### config.mk
export PLATFORM = sky130hd
export DESIGN_NAME = cpack_line_ctrl
export DESIGN_NICKNAME = d
export VERILOG_FILES = /design/src/rtl/cpack_pkg.sv /design/src/rtl/cpack_line_ctrl.sv
export SDC_FILE = /design/constraint.sdc
export NUM_CORES = 1
export LEC_CHECK = 0
export CAP_MARGIN = 20
export CORE_ASPECT_RATIO = 2
export CORE_MARGIN = 2
export CORE_UTILIZATION = 46
export CTS_CLUSTER_SIZE = 14
export DETAILED_ROUTE_END_ITERATION = 8
export DONT_BUFFER_PORTS = 1
export GPL_TIMING_DRIVEN = 0
export PLACE_DENSITY = 0.71
export SLEW_MARGIN = 10
export SYNTH_ARGS = -nofsm -noshare
export SYNTH_HDL_FRONTEND = slang
export SYNTH_SLANG_ARGS = --single-unit
### constraint.sdc
create_clock -name i_clk -period 3.2 [get_ports i_clk]
set_clock_uncertainty 0.1 [all_clocks]
set_input_delay 0.64 -clock i_clk [delete_from_list [all_inputs] [get_ports i_clk]]
set_output_delay 0.64 -clock i_clk [all_outputs]
set_load 0.01 [all_outputs]
### src/rtl/cpack_pkg.sv
`default_nettype none
// +----------------------------------------------------------------------+
// | cpack_pkg: shared types and constants for the compression line path  |
// | Rev 1.0                                                              |
// +----------------------------------------------------------------------+
package cpack_pkg;

  localparam int WORD          = 32;
  localparam int WIDTH         = 64;
  localparam int MAX_WORD_LEN  = 34;
  localparam int CODE_ZZZZ_LEN = 2;
  localparam int CODE_MMMM_LEN = 6;

  typedef enum logic [2:0] {
    ST_IDLE  = 3'd0,
    ST_CLEAR = 3'd1,
    ST_ISSUE = 3'd2,
    ST_DRAIN = 3'd3,
    ST_DONE  = 3'd4
  } ctrl_state_e;

  // Bits needed to hold the worst-case compressed size of n_pairs word pairs.
  function automatic int tot_width(input int n_pairs);
    return $clog2(n_pairs * 2 * MAX_WORD_LEN + 1);
  endfunction

endpackage
`default_nettype wire

### src/rtl/cpack_line_ctrl.sv
`default_nettype none
// +----------------------------------------------------------------------+
// | cpack_line_ctrl: issues one cache line as word pairs, sums lengths   |
// | Rev 1.0                                                              |
// +----------------------------------------------------------------------+
module cpack_line_ctrl #(
  parameter int CACHE_LINE = 512,
  parameter int WIDTH      = 64,
  parameter int WORD       = 32,
  parameter int LEN_W      = 7,
  parameter int NUM_PAIRS  = CACHE_LINE / WIDTH,
  parameter int TOT_W      = cpack_pkg::tot_width(NUM_PAIRS)
) (
  input  logic                  i_clk,
  input  logic                  i_reset,
  input  logic                  i_line_valid,
  output logic                  o_line_ready,
  input  logic [CACHE_LINE-1:0] i_line,
  output logic [WIDTH-1:0]      o_word,
  output logic                  o_word_valid,
  output logic                  o_dict_clear,
  input  logic                  i_stall,
  input  logic                  i_len_valid,
  input  logic [LEN_W-1:0]      i_length1,
  input  logic [LEN_W-1:0]      i_length2,
  output logic                  o_done,
  output logic [TOT_W-1:0]      o_total_bits,
  output logic                  o_compressible,
  input  logic                  i_done_ack,
  output logic                  o_busy,
  output logic                  o_protocol_err
);
  import cpack_pkg::*;

  localparam int IDX_W = (NUM_PAIRS > 1) ? $clog2(NUM_PAIRS) : 1;
  localparam int CNT_W = $clog2(NUM_PAIRS + 1);

  ctrl_state_e           state_q, state_d;
  logic [CACHE_LINE-1:0] line_q, line_d;
  logic [IDX_W-1:0]      idx_q, idx_d;
  logic [CNT_W-1:0]      rcv_q, rcv_d;
  logic [TOT_W-1:0]      total_q, total_d;
  logic [WIDTH-1:0]      word_q, word_d;
  logic                  err_q, err_d;

  logic [WIDTH-1:0]      pair_sel;
  logic [TOT_W-1:0]      len_sum;
  logic                  len_ok;

  assign pair_sel = line_q[int'(idx_q) * 2 * WORD +: WIDTH];
  assign len_sum  = TOT_W'(i_length1) + TOT_W'(i_length2);
  assign len_ok   = ((state_q == ST_ISSUE) || (state_q == ST_DRAIN)) &&
                    (rcv_q < CNT_W'(NUM_PAIRS));

  always_ff @(posedge i_clk) begin
    if (i_reset) begin
      state_q <= ST_IDLE;
      line_q  <= '0;
      idx_q   <= '0;
      rcv_q   <= '0;
      total_q <= '0;
      word_q  <= '0;
      err_q   <= 1'b0;
    end else begin
      state_q <= state_d;
      line_q  <= line_d;
      idx_q   <= idx_d;
      rcv_q   <= rcv_d;
      total_q <= total_d;
      word_q  <= word_d;
      err_q   <= err_d;
    end
  end

  always_comb begin
    state_d      = state_q;
    line_d       = line_q;
    idx_d        = idx_q;
    rcv_d        = rcv_q;
    total_d      = total_q;
    word_d       = word_q;
    err_d        = err_q;
    o_line_ready = 1'b0;
    o_dict_clear = 1'b0;
    o_word_valid = 1'b0;
    o_done       = 1'b0;

    // Returns are only legal while a line is in flight and not yet complete.
    if (i_len_valid) begin
      if (len_ok) begin
        total_d = total_q + len_sum;
        rcv_d   = rcv_q + 1'b1;
      end else begin
        err_d = 1'b1;
      end
    end

    case (state_q)
      ST_IDLE: begin
        o_line_ready = !i_reset;
        if (i_line_valid && !i_reset) begin
          line_d  = i_line;
          state_d = ST_CLEAR;
        end
      end
      ST_CLEAR: begin
        o_dict_clear = 1'b1;
        idx_d        = '0;
        rcv_d        = '0;
        total_d      = '0;
        state_d      = ST_ISSUE;
      end
      ST_ISSUE: begin
        if (!i_stall) begin
          o_word_valid = 1'b1;
          word_d       = pair_sel;
          idx_d        = idx_q + 1'b1;
          if (idx_q == IDX_W'(NUM_PAIRS - 1)) state_d = ST_DRAIN;
        end
      end
      ST_DRAIN: begin
        if (rcv_d == CNT_W'(NUM_PAIRS)) state_d = ST_DONE;
      end
      ST_DONE: begin
        o_done = 1'b1;
        if (i_done_ack) state_d = ST_IDLE;
      end
      default: state_d = ST_IDLE;
    endcase
  end

  // While stalled the last issued pair stays on the bus.
  assign o_word         = o_word_valid ? pair_sel : word_q;
  assign o_total_bits   = (state_q == ST_DONE) ? total_q : '0;
  assign o_compressible = (state_q == ST_DONE) && (total_q < TOT_W'(CACHE_LINE));
  assign o_busy         = (state_q != ST_IDLE);
  assign o_protocol_err = err_q;

endmodule
`default_nettype wire

Word level (Yosys, flattened, before mapping)
Index checks and enable logic that the tools add are counted.
{"block": "totals", "output_inout_bits": 81, "regBits": 597, "elab_cells": 59}
{"block": "classes", "mux": 17, "n_reduce_logical": 15, "bitwise": 2, "addsub": 4, "n_lt_le_gt_ge": 2, "eq_ne": 11, "shifts": 1}
{"operator": "512-bit by 10-bit variable part select with 64-bit output", "n": 1}
{"operator": "64-bit 2-to-1 mux", "n": 1}
{"operator": "3-bit 2-to-1 mux", "n": 6}
{"operator": "3-bit case mux with 5 select lines", "n": 1}
{"operator": "10-bit by 8-bit adder with 10-bit output", "n": 1}
{"operator": "10-bit less-than comparator (second input constant)", "n": 1}
{"operator": "10-bit 2-to-1 mux", "n": 1}
{"operator": "2-bit AND reduction", "n": 5}
{"operator": "7-bit by 7-bit adder with 8-bit output", "n": 1}
{"operator": "4-bit 2-to-1 mux", "n": 2}
{"operator": "3-bit by 2-bit == test with 1-bit output (second input constant)", "n": 2}
{"operator": "3-bit == test (second input constant)", "n": 2}
{"operator": "2-bit != test (second input constant)", "n": 3}
{"operator": "3-bit case mux with 2 select lines", "n": 1}
{"operator": "1-bit 2-to-1 mux", "n": 5}
{"operator": "5-bit AND reduction", "n": 1}
{"operator": "4-bit by 1-bit adder with 4-bit output (second input constant)", "n": 1}
{"operator": "4-bit == test (second input constant)", "n": 1}
{"operator": "4-bit less-than comparator (second input constant)", "n": 1}
{"operator": "2-bit by 1-bit != test with 1-bit output (second input constant)", "n": 2}
{"operator": "3-bit by 1-bit adder with 3-bit output (second input constant)", "n": 1}
{"operator": "3-bit by 1-bit == test with 1-bit output (second input constant)", "n": 1}
{"operator": "1-bit logical AND", "n": 3}
{"operator": "3-bit zero test", "n": 1}
{"operator": "6 further kinds", "n": 7}

Depth between registers and ports, before layout
Gate-level depths: netlist of run 1.
{"block": "depth", "depth_word": 8, "ltp_mapped": 9}

Worst setup path before layout of run 1
OpenSTA, ideal clock, no wires.
{"block": "synth_path", "path_type": "input to register", "start": "in i_length1[1]", "end": "reg total_q[7]", "path_slack_ns": 0.480, "t_arrival_ns": 2.495, "setup_time_ns": 0.125, "t_required_ns": 2.975, "path_stages": 7, "cell_sequence": "fa_1 -> ha_1 -> fa_1 -> a211o_1 -> a211oi_1 -> or4b_1 -> nand3_1"}
{"block": "synth_between", "elab_chain_cells": 2}
{"element": "from (decl)", "line": "cpack_line_ctrl.sv:24", "rtl": "input logic [LEN_W-1:0] i_length1,"}
{"element": "7-bit by 7-bit adder with 8-bit output", "line": "cpack_line_ctrl.sv:51", "rtl": "assign len_sum = TOT_W'(i_length1) + TOT_W'(i_length2);"}
{"element": "10-bit by 8-bit adder with 10-bit output", "line": "cpack_line_ctrl.sv:91", "rtl": "total_d = total_q + len_sum;"}
{"element": "to (signal assigned)", "line": "cpack_line_ctrl.sv:69", "rtl": "total_q <= total_d;"}
{"element": "to (decl)", "line": "cpack_line_ctrl.sv:42", "rtl": "logic [TOT_W-1:0] total_q, total_d;"}
Every way passes these cells.
A chain may end at the register's enable or synchronous reset.

Final worst setup path of run 1
{"block": "layout_path", "start": "reg idx_q[0]", "end": "out o_word[16]"}
{"block": "layout_between", "elab_chain_cells": 2}
{"element": "from (decl)", "line": "cpack_line_ctrl.sv:40", "rtl": "logic [IDX_W-1:0] idx_q, idx_d;"}
{"element": "from (signal assigned)", "line": "cpack_line_ctrl.sv:67", "rtl": "idx_q <= idx_d;"}
{"element": "512-bit by 10-bit variable part select with 64-bit output", "line": "cpack_line_ctrl.sv:50", "rtl": "assign pair_sel = line_q[int'(idx_q) * 2 * WORD +: WIDTH];"}
{"element": "64-bit 2-to-1 mux", "line": "cpack_line_ctrl.sv:133", "rtl": "assign o_word = o_word_valid ? pair_sel : word_q;"}
{"element": "to (decl)", "line": "cpack_line_ctrl.sv:19", "rtl": "output logic [WIDTH-1:0] o_word,"}
Every way passes these cells.

==> results of run 1 <==
==> kinds of logic (layout without fill, tap and decap cells) <==
logic type | after synthesis | after routing | synth area share, %
other | 0 | 21 | 0
adders and majority gates | 18 | 18 | 1.086
xor gates and xnor gates | 2 | 2 | 0.06667
and+or+nand+nor | 1348 | 1348 | 25.56
muxes | 130 | 130 | 11.05
AOI/OAI and AO/OA | 613 | 613 | 12.54
buffers and inverters | 250 | 393 | 4.219
DFF | 597 | 597 | 45.48
==> critical path, stage by stage, from the launching register on <==
cell and delay [ns]:
dfxtp_2 0.36, clkbuf_16 0.17, buf_16 0.16, clkbuf_16 0.18
mux4_2 0.52, nor2b_4 0.16, a211oi_4 0.33, nor2_4 0.08
==> through the flow <==
step                instance area (sq um)  hold WS (ns)  std cells  utilization, %
detailed placement                  27270        0.3526       3718           48.03
finish                              30950       0.04116       3878           54.51
global placement                    27220        0.3479       3714           47.94
floorplan                           26280        0.3390       2958               -
global route                        30940       0.03405       3874           54.50
CTS                                 30390      0.009501       3842           53.52
==> per-layer routing <==
metal / share of wire [%] / global-route usage [%] / vias up
met3: 10 / 10.81 / 240
li1: - / - / 10140
met4: 5.4 / 17.39 / 30
met2: 48 / 60.57 / 1210
met1: 36 / 39.76 / 10980
met5: 0.18 / 0 / -
==> placed cells by master, fill, tap and decap left out, types with 12 or more instances in the layout <==
cell type	instances
buf_4	55
mux4_2	128
clkbuf_1	127
dfxtp_1	592
o21ai_0	120
nand2_1	521
clkbuf_2	15
buf_2	40
and2_1	12
nor3_1	67
nor2b_1	53
nor2_1	88
clkbuf_16	66
o21ai_1	399
a211oi_4	31
buf_12	18
a211oi_2	30
buf_6	13
nor2_2	43
clkbuf_8	18
diode_2	21
nor2_4	13
nand2b_1	513
==> sequential cells by signal, indices dropped and copies added (netlist names) <==
name	count
rcv_q	4
word_q	64
o_protocol_err	1
state_q	3
idx_q	3
total_q	10
line_q	512
==> what timing repair did <==
item	4_1_cts	5_1_grt
gates cloned	5	7
setup buffers	25	10
hold buffers	0	0
resized for setup	268	80
setup endpoints to repair	74	64
pin swaps	57	29
==> power by group <==
part	internal, W	leakage [nW]	switching, W	total, W
combinational	0.000985	5.07	0.00146	0.00245
sequential	0.00802	4.91	0.000325	0.00835
clock	0.00375	0.892	0.00302	0.00676
total	0.0128	10.9	0.00481	0.0176
==> worst max-delay path by stage <==
stage / start / endpoint / slack, ns
final: idx_q[0] / o_word[16] / -0.13
after global routing: idx_q[0] / o_word[16] / -0.16
after CTS: idx_q[0] / o_word[17] / -0.15
after detailed placement: i_reset / o_line_ready / -1.23
after global placement: i_reset / o_line_ready / -1.62
after floorplan: i_length1[1] / total_q[7] / 0.48
==> layout make-up <==
class,instances,area [sq um],area share (%)
Tap cell,756,945.9,3.056
Sequential cell,597,11960,38.64
Antenna cell,21,52.55,0.1698
Buffer,238,1481,4.786
Multi-Input combinational cell,2111,14050,45.40
Inverter,10,45.04,0.1455
Clock inverter,13,123.9,0.4002
Clock buffer,82,1670,5.396
Timing Repair Buffer,50,623.1,2.013
==> impl_metrics.toml, run 1 <==
[pwr]
p_leak_nw = 10.87
total_power_w = 0.01756
ir_drop_mv = 0.4852
p_per_area_nw_per_um2 = 567.3

[sta]
setup_tns_ns = -2.712
period_needed_ns = 3.328
slew-limit-headroom_pct = 21.92
worstMarginPinSlew_ns = 1.171
setup_ws_ns = -0.1276
max_freq_mhz = 300.5
grt_setup_unrepaired = "true"
slew_violations = 0
fin_crit_sh_pct = 104.0
hold_viol = 0
setup_violations = 62

[clock_tree]
clock_sinks = 597
clkTransAtPathRegs_ns = 0.06
cts_buffers = 54
clockBufferDepth = 3
cts_tree = "built"
clk_latency_ns = 0.61
root_buffer = "clkbuf_16"
cts.htree.levels = 2

[setup_path]
end_kind = "primary output"
worstReg2RegStart = "state_q[2]"
reg2reg_slack_ns = -0.02
setup.worst_path.class = "flip-flop to primary output"
timing.rr.end = "line_q[40]"
worst_r2r_path_depth = 6
arrival_ns = 2.59
cp_max_fo = 6
cp.required_ns = 2.46
start_kind = "flip-flop"

[floorplan]
io_pins = 613
fp.dieArea_sq_um = 59170
initial_utilization_pct = 46.28
die_w_microns = 173.0
coreArea_sq_um = 56780
die_y_microns = 342.0
rows = 124

[route]
drc_errors = 0
first_pass_iters = 7
avgRoutedWirePerCell_microns = 28.16
ant_nets = 0
dr_total_vias = 22600
drt-vias-per-instance = 5.827
drt_iter0_markers = 1941
wirelength_microns = 109200

[yosys]
synth_common_cells = "dfxtp_1 (597), nand2_1 (521), nand2b_1 (513)"
ys_ff_latch = 597
synth_top_area_cell = "dfxtp_1"
yosysWarnings = 0
synth.top_cells.by_area = "dfxtp_1 (45%), nand2b_1 (12%), mux4_2 (11%), o21ai_1 (7.6%), nand2_1 (7.4%)"
synth_nets = 3508
synth_edf_count = 0
syn_inst = 2958
synthArstFlopShare_pct = 0
synth_ff_type = "dfxtp_1"
avgSynthCellArea_sq_um = 8.884
synth_most_common_cell = "dfxtp_1"
netlist.area_leader.share_pct = 45.48
yosysUniqueCellTypes = 46
synth-seq-area-share_pct = 45.48
netlist_area_sq_um = 26280

[grt]
grt_antenna_before_repair = 34
groute.usage.overall_pct = 35.31
grt_pass1_vias = 22810
grt_pass1_wl_microns = 153400
grt_max_degree = 20
overflow = 0

[cells_and_area]
drive_gt1_share_pct = 16.67
nets = 3612
areaGrowthSynthToFinish_pct = 17.80
num-fill-cells = 5221

[hold_path]
hold_depth = 2
hold_path_class = "primary input to flip-flop"
worstHoldStart = "i_line[395]"
hold_path_end = "line_q[395]"

[run_status]
status = "finished, violations left"
violations = "setup timing"

[place]
portBuffers = 0
dpl.hpwl_microns = 82010
place_congestion = 0.9454
pre_cts_slack_ns = -1.227

[job]
maxCapViolations = 0
Note: power is estimated with default switching activity, not from simulation.
==> inputs of run 2 (changes only) <==
--- a/config.mk
+++ b/config.mk
@@ -7,7 +7,7 @@
 export LEC_CHECK = 0
 export CAP_MARGIN = 20
 export CORE_ASPECT_RATIO = 2
-export CORE_MARGIN = 2
+export CORE_MARGIN = 10
 export CORE_UTILIZATION = 46
 export CTS_CLUSTER_SIZE = 14
 export DETAILED_ROUTE_END_ITERATION = 8
==> constraint.sdc (replaced) <==
create_clock -name i_clk -period 3.1 [get_ports i_clk]
set_clock_uncertainty 0.1 [all_clocks]
set_input_delay 0.62 -clock i_clk [delete_from_list [all_inputs] [get_ports i_clk]]
set_output_delay 0.62 -clock i_clk [all_outputs]
set_load 0.01 [all_outputs]
==> impl_metrics.toml, run 2 (synthesis results as in run 1) <==
[route]
drt_iter0_markers = 1694
first_pass_iters = 5
ant_nets = 0
drc_errors = 0
drt-vias-per-instance = 5.853
wirelength_microns = 113900
dr_total_vias = 22870
avgRoutedWirePerCell_microns = 29.16

[place]
dpl.hpwl_microns = 86840
place_area_sq_um = 27310
portBuffers = 0
placed_cells = 3714
pre_cts_slack_ns = -1.034
place_congestion = 0.9412

[hold_path]
hold_path_class = "primary input to flip-flop"
worstHoldStart = "i_line[58]"

[pwr]
p_leak_nw = 11.11
clkPwrFrac_pct = 38.2
sequentialPowerShare_pct = 47.5
p_int_w = 0.01317
p_per_area_nw_per_um2 = 578.0
ir_drop_mv = 0.4925
p_sw_w = 0.004981
netSwitchingFraction_pct = 27.45
power_frac_comb_pct = 14.3

[sta]
slew_violations = 0
grt_setup_unrepaired = "true"
setup_tns_ns = -6.233
hold_viol = 0
worstMarginPinSlew_ns = 1.092
max_freq_mhz = 302.7
setup_ws_ns = -0.2036
fin_crit_sh_pct = 106.6
period_needed_ns = 3.304
setup_violations = 64
slew-limit-headroom_pct = 27.02

[run_status]
status = "finished, violations left"
violations = "setup timing"

[cells_and_area]
finalInstanceArea_sq_um = 31400
final_cell_mix = "dfxtp_1 (592), nand2_1 (521), nand2b_1 (513)"
nets = 3651
largest_register_ffs = 512
top_register = "line_q"
final_cells = 3907
areaGrowthSynthToFinish_pct = 19.49
reg_top3 = "line_q (512), word_q (64), total_q (10)"
drive_gt1_share_pct = 18.79
final_common_cell = "dfxtp_1"

[setup_path]
start_kind = "flip-flop"
cp_max_fo = 7
critPathSlowestCell = "mux4_2"
end_kind = "primary output"
reg2reg_slack_ns = 0.07
cp_cell_sequence = "buf_8 > buf_16 > buf_12 > buf_6 > mux4_2 > nor2b_4 > a211oi_4 > nor2_4"
cp.required_ns = 2.38
critical-path-top-delay-family = "buffers and inverters"
worstReg2RegStart = "state_q[2]"
setup.worst_path.class = "flip-flop to primary output"
crit_path_start = "idx_q[0]"
arrival_ns = 2.58
crit_buf_inv = 4
cp_slowest_stage_delay_ns = 0.52

[floorplan]
coreArea_sq_um = 56480
die_y_microns = 358.0
initial_utilization_pct = 46.53
fp.dieArea_sq_um = 67670
die_w_microns = 189.0
io_pins = 613
rows = 123

[clock_tree]
cts.htree.levels = 2
cts_buffers = 54
clkTransAtPathRegs_ns = 0.07
ctsHoldBuffers = 0
clock_sinks = 597
clockBufferDepth = 3
clk_latency_ns = 0.61
root_buffer = "clkbuf_16"
cts_tree = "built"

[job]
maxCapViolations = 0

[grt]
grt_pass1_wl_microns = 158800
overflow = 0
groute.usage.overall_pct = 32.03
grt_max_degree = 15
grt_pass1_vias = 23570
grt_antenna_before_repair = 38
[run 2: cell types whose count changed in the layout (fill, tap and decap cells not counted), sizes merged]
cell,previous run,this run
diode,21,17
clkbuf,231,228
clkinvlp,1,0
inv,11,13
clkinv,9,7
buf,139,182
[run 2: final timing paths]
kind                               endpoint  cells after the start
worst max-delay path             o_word[26]                      8
worst min-delay path             line_q[58]                      2
worst max register to register  line_q[295]                      8
worst min register to register   line_q[25]                      2
[run 2: timing repair]
item	CTS	global route
resized for setup	282	145
endpoints found under the setup margin	95	67
buffers inserted	50	36
gates cloned	7	3
pin swaps	65	71
[run 2: final cells by class]
type	instances	area [sq um]
fillers	5136	25080
multi-input cells	2111	14220
flip-flops and latches	597	11960
clock buffers	83	1652
plain buffers	234	1409
repair buffers	93	1010
well taps	750	938.4
clock inverters	12	121.4
inverters	10	45.04
diodes	17	42.54
[run 2: metrics by stage]
step	util, %	power (W)	hold WS, ns
2_1_floorplan	-	0.01017	0.3390
3_3_place_gp	48.19	0.01092	0.3479
3_5_place_dp	48.36	0.01098	0.3531
4_1_cts	54.33	0.01803	0.001093
5_1_grt	55.58	0.01866	0.008766
6_report	55.59	0.01815	0.01966
[run 2: per-layer routing]
metal	global-route usage (%)	part of all wire, %
met1	32.97	33
met2	56.33	50
met3	9.922	10
met4	18.61	6.4
met5	0	0.21
[run 2: power groups by stage]
stage | Combinational (W) | Clock [W] | Sequential (W)
finish | 0.00259 | 0.00693 | 0.00863
global route | 0.00277 | 0.00722 | 0.00867
CTS | 0.00245 | 0.00697 | 0.00861
detailed placement | 0.00220 | 0 | 0.00878
global placement | 0.00216 | 0 | 0.00876
floorplan | 0.00152 | 0 | 0.00865
==> inputs of run 3 (changes only) <==
--- a/config.mk
+++ b/config.mk
@@ -9,11 +9,13 @@
 export CORE_ASPECT_RATIO = 2
 export CORE_MARGIN = 10
 export CORE_UTILIZATION = 46
+export CTS_CLUSTER_DIAMETER = 40
 export CTS_CLUSTER_SIZE = 14
 export DETAILED_ROUTE_END_ITERATION = 8
 export DONT_BUFFER_PORTS = 1
 export GPL_TIMING_DRIVEN = 0
 export PLACE_DENSITY = 0.71
+export REMOVE_ABC_BUFFERS = 1
 export SLEW_MARGIN = 10
 export SYNTH_ARGS = -nofsm -noshare
 export SYNTH_HDL_FRONTEND = slang
==> constraint.sdc (replaced) <==
create_clock -name i_clk -period 3.1 [get_ports i_clk]
set_clock_uncertainty 0.1 [all_clocks]
set_input_delay 0.155 -clock i_clk [delete_from_list [all_inputs] [get_ports i_clk]]
set_output_delay 0.155 -clock i_clk [all_outputs]
set_load 0.01 [all_outputs]
==> impl_metrics.toml, run 3 <==
[run_status]
status = "stopped before the end"
failing_step = "clock tree synthesis"
tool.error = "[ERROR RSZ-0060] Max buffer count reached."

[place]
pre_cts_slack_ns = -0.8456
place_area_sq_um = 27160
place_congestion = 0.8696
dpl.hpwl_microns = 53950
portBuffers = 0

[clock_tree]
post_cts_resized = 19
cts.htree.levels = 2
ctsHoldBuffers = 722
cts_buffers = 52
clock_sinks = 597
clockBufferDepth = 3
cts_setup_buffers = 9
root_buffer = "clkbuf_16"

[floorplan]
initial_utilization_pct = 46.53
io_pins = 613
die_w_microns = 189.0
die_y_microns = 358.0
rows = 123

[yosys]
synth_most_common_cell = "dfxtp_1"
synth_top_area_cell = "dfxtp_1"
synth_ff_type = "dfxtp_1"
synth_common_cells = "dfxtp_1 (597), nand2_1 (521), nand2b_1 (513)"
netlist.area_leader.share_pct = 45.48
avgSynthCellArea_sq_um = 8.884
synth-seq-area-share_pct = 45.48
syn_inst = 2958
yosysUniqueCellTypes = 46
synth.top_cells.by_area = "dfxtp_1 (45%), nand2b_1 (12%), mux4_2 (11%), o21ai_1 (7.6%), nand2_1 (7.4%)"
ys_ff_latch = 597
netlist_area_sq_um = 26280
synth_edf_count = 0
synthArstFlopShare_pct = 0
yosysWarnings = 0
==> run 3: stage by stage <==
stage,utilization [%],cells
2_1_floorplan,-,2718
3_3_place_gp,46.29,3468
3_5_place_dp,48.08,3519
==> run 3: kinds of logic after synthesis <==
kind of cell / share of synthesized area, %
AO/OA/AOI/OAI: 12.54
XOR/XNOR: 0.06667
adder cells (fa/ha/maj): 1.086
buffers and inverters: 4.219
flip-flops: 45.48
multiplexers: 11.05
AND/OR/NAND/NOR: 25.56
==> inputs of run 4 (changes only) <==
--- a/config.mk
+++ b/config.mk
@@ -6,15 +6,12 @@
 export NUM_CORES = 1
 export LEC_CHECK = 0
 export CAP_MARGIN = 20
-export CORE_ASPECT_RATIO = 2
 export CORE_MARGIN = 10
-export CORE_UTILIZATION = 46
-export CTS_CLUSTER_DIAMETER = 40
-export CTS_CLUSTER_SIZE = 14
+export CORE_UTILIZATION = 31
 export DETAILED_ROUTE_END_ITERATION = 8
 export DONT_BUFFER_PORTS = 1
 export GPL_TIMING_DRIVEN = 0
-export PLACE_DENSITY = 0.71
+export PLACE_DENSITY_LB_ADDON = 0.15
 export REMOVE_ABC_BUFFERS = 1
 export SLEW_MARGIN = 10
 export SYNTH_ARGS = -nofsm -noshare
==> impl_metrics.toml, run 4 <==
[clock_tree]
clockBufferDepth = 3
cts_setup_buffers = 7
ctsHoldBuffers = 811
post_cts_resized = 45
cts.htree.levels = 3
cts_buffers = 71
root_buffer = "clkbuf_16"
clock_sinks = 597

[run_status]
status = "stopped before the end"
tool.error = "[ERROR RSZ-0060] Max buffer count reached."
failing_step = "clock tree synthesis"

[yosys]
avgSynthCellArea_sq_um = 8.884
netlist_area_sq_um = 26280
yosysUniqueCellTypes = 46
syn_inst = 2958
ys_ff_latch = 597
synth_fa_ha_area_share_pct = 1.086
synth_most_common_cell = "dfxtp_1"
synth_xor_xnor_area_share_pct = 0.06666
netlist.area_leader.share_pct = 45.48
yosys.area_share.simple_pct = 25.56
synth_edf_count = 0
synth-seq-area-share_pct = 45.48
synthMuxAreaShare_pct = 11.05
synth_ff_type = "dfxtp_1"
synth_top_area_cell = "dfxtp_1"
yosysWarnings = 0
synth_top_family_by_area = "simple AND/OR/NAND/NOR gates"
synthArstFlopShare_pct = 0
synth.top_cells.by_area = "dfxtp_1 (45%), nand2b_1 (12%), mux4_2 (11%), o21ai_1 (7.6%), nand2_1 (7.4%)"
synth_compound_gate_area_share_pct = 12.54
synth_common_cells = "dfxtp_1 (597), nand2_1 (521), nand2b_1 (513)"

[floorplan]
initial_utilization_pct = 31.35
rows = 106
die_w_microns = 311.1
die_y_microns = 311.1
io_pins = 613

[place]
place_congestion = 0.7946
dpl.hpwl_microns = 57750
place_area_sq_um = 27730
portBuffers = 0
[run 4: cell counts after synthesis]
Identical to the previous run, type by type.
[run 4: logic make-up after synthesis]
group,count (synthesis)
adder cells (fa/ha/maj),18
AND/OR/NAND/NOR,1348
AO/OA/AOI/OAI,613
flip-flops,597
multiplexers,130
XOR/XNOR,2
buffers and inverters,250
[run 4: through the flow]
stage	std cells	setup slack, ns	utilization, %	hold WS [ns]
floorplan	2718	-15.85	-	0.1241
global placement	3852	-24.05	31.77	0.1675
detailed placement	3908	-0.4661	33.08	0.1717
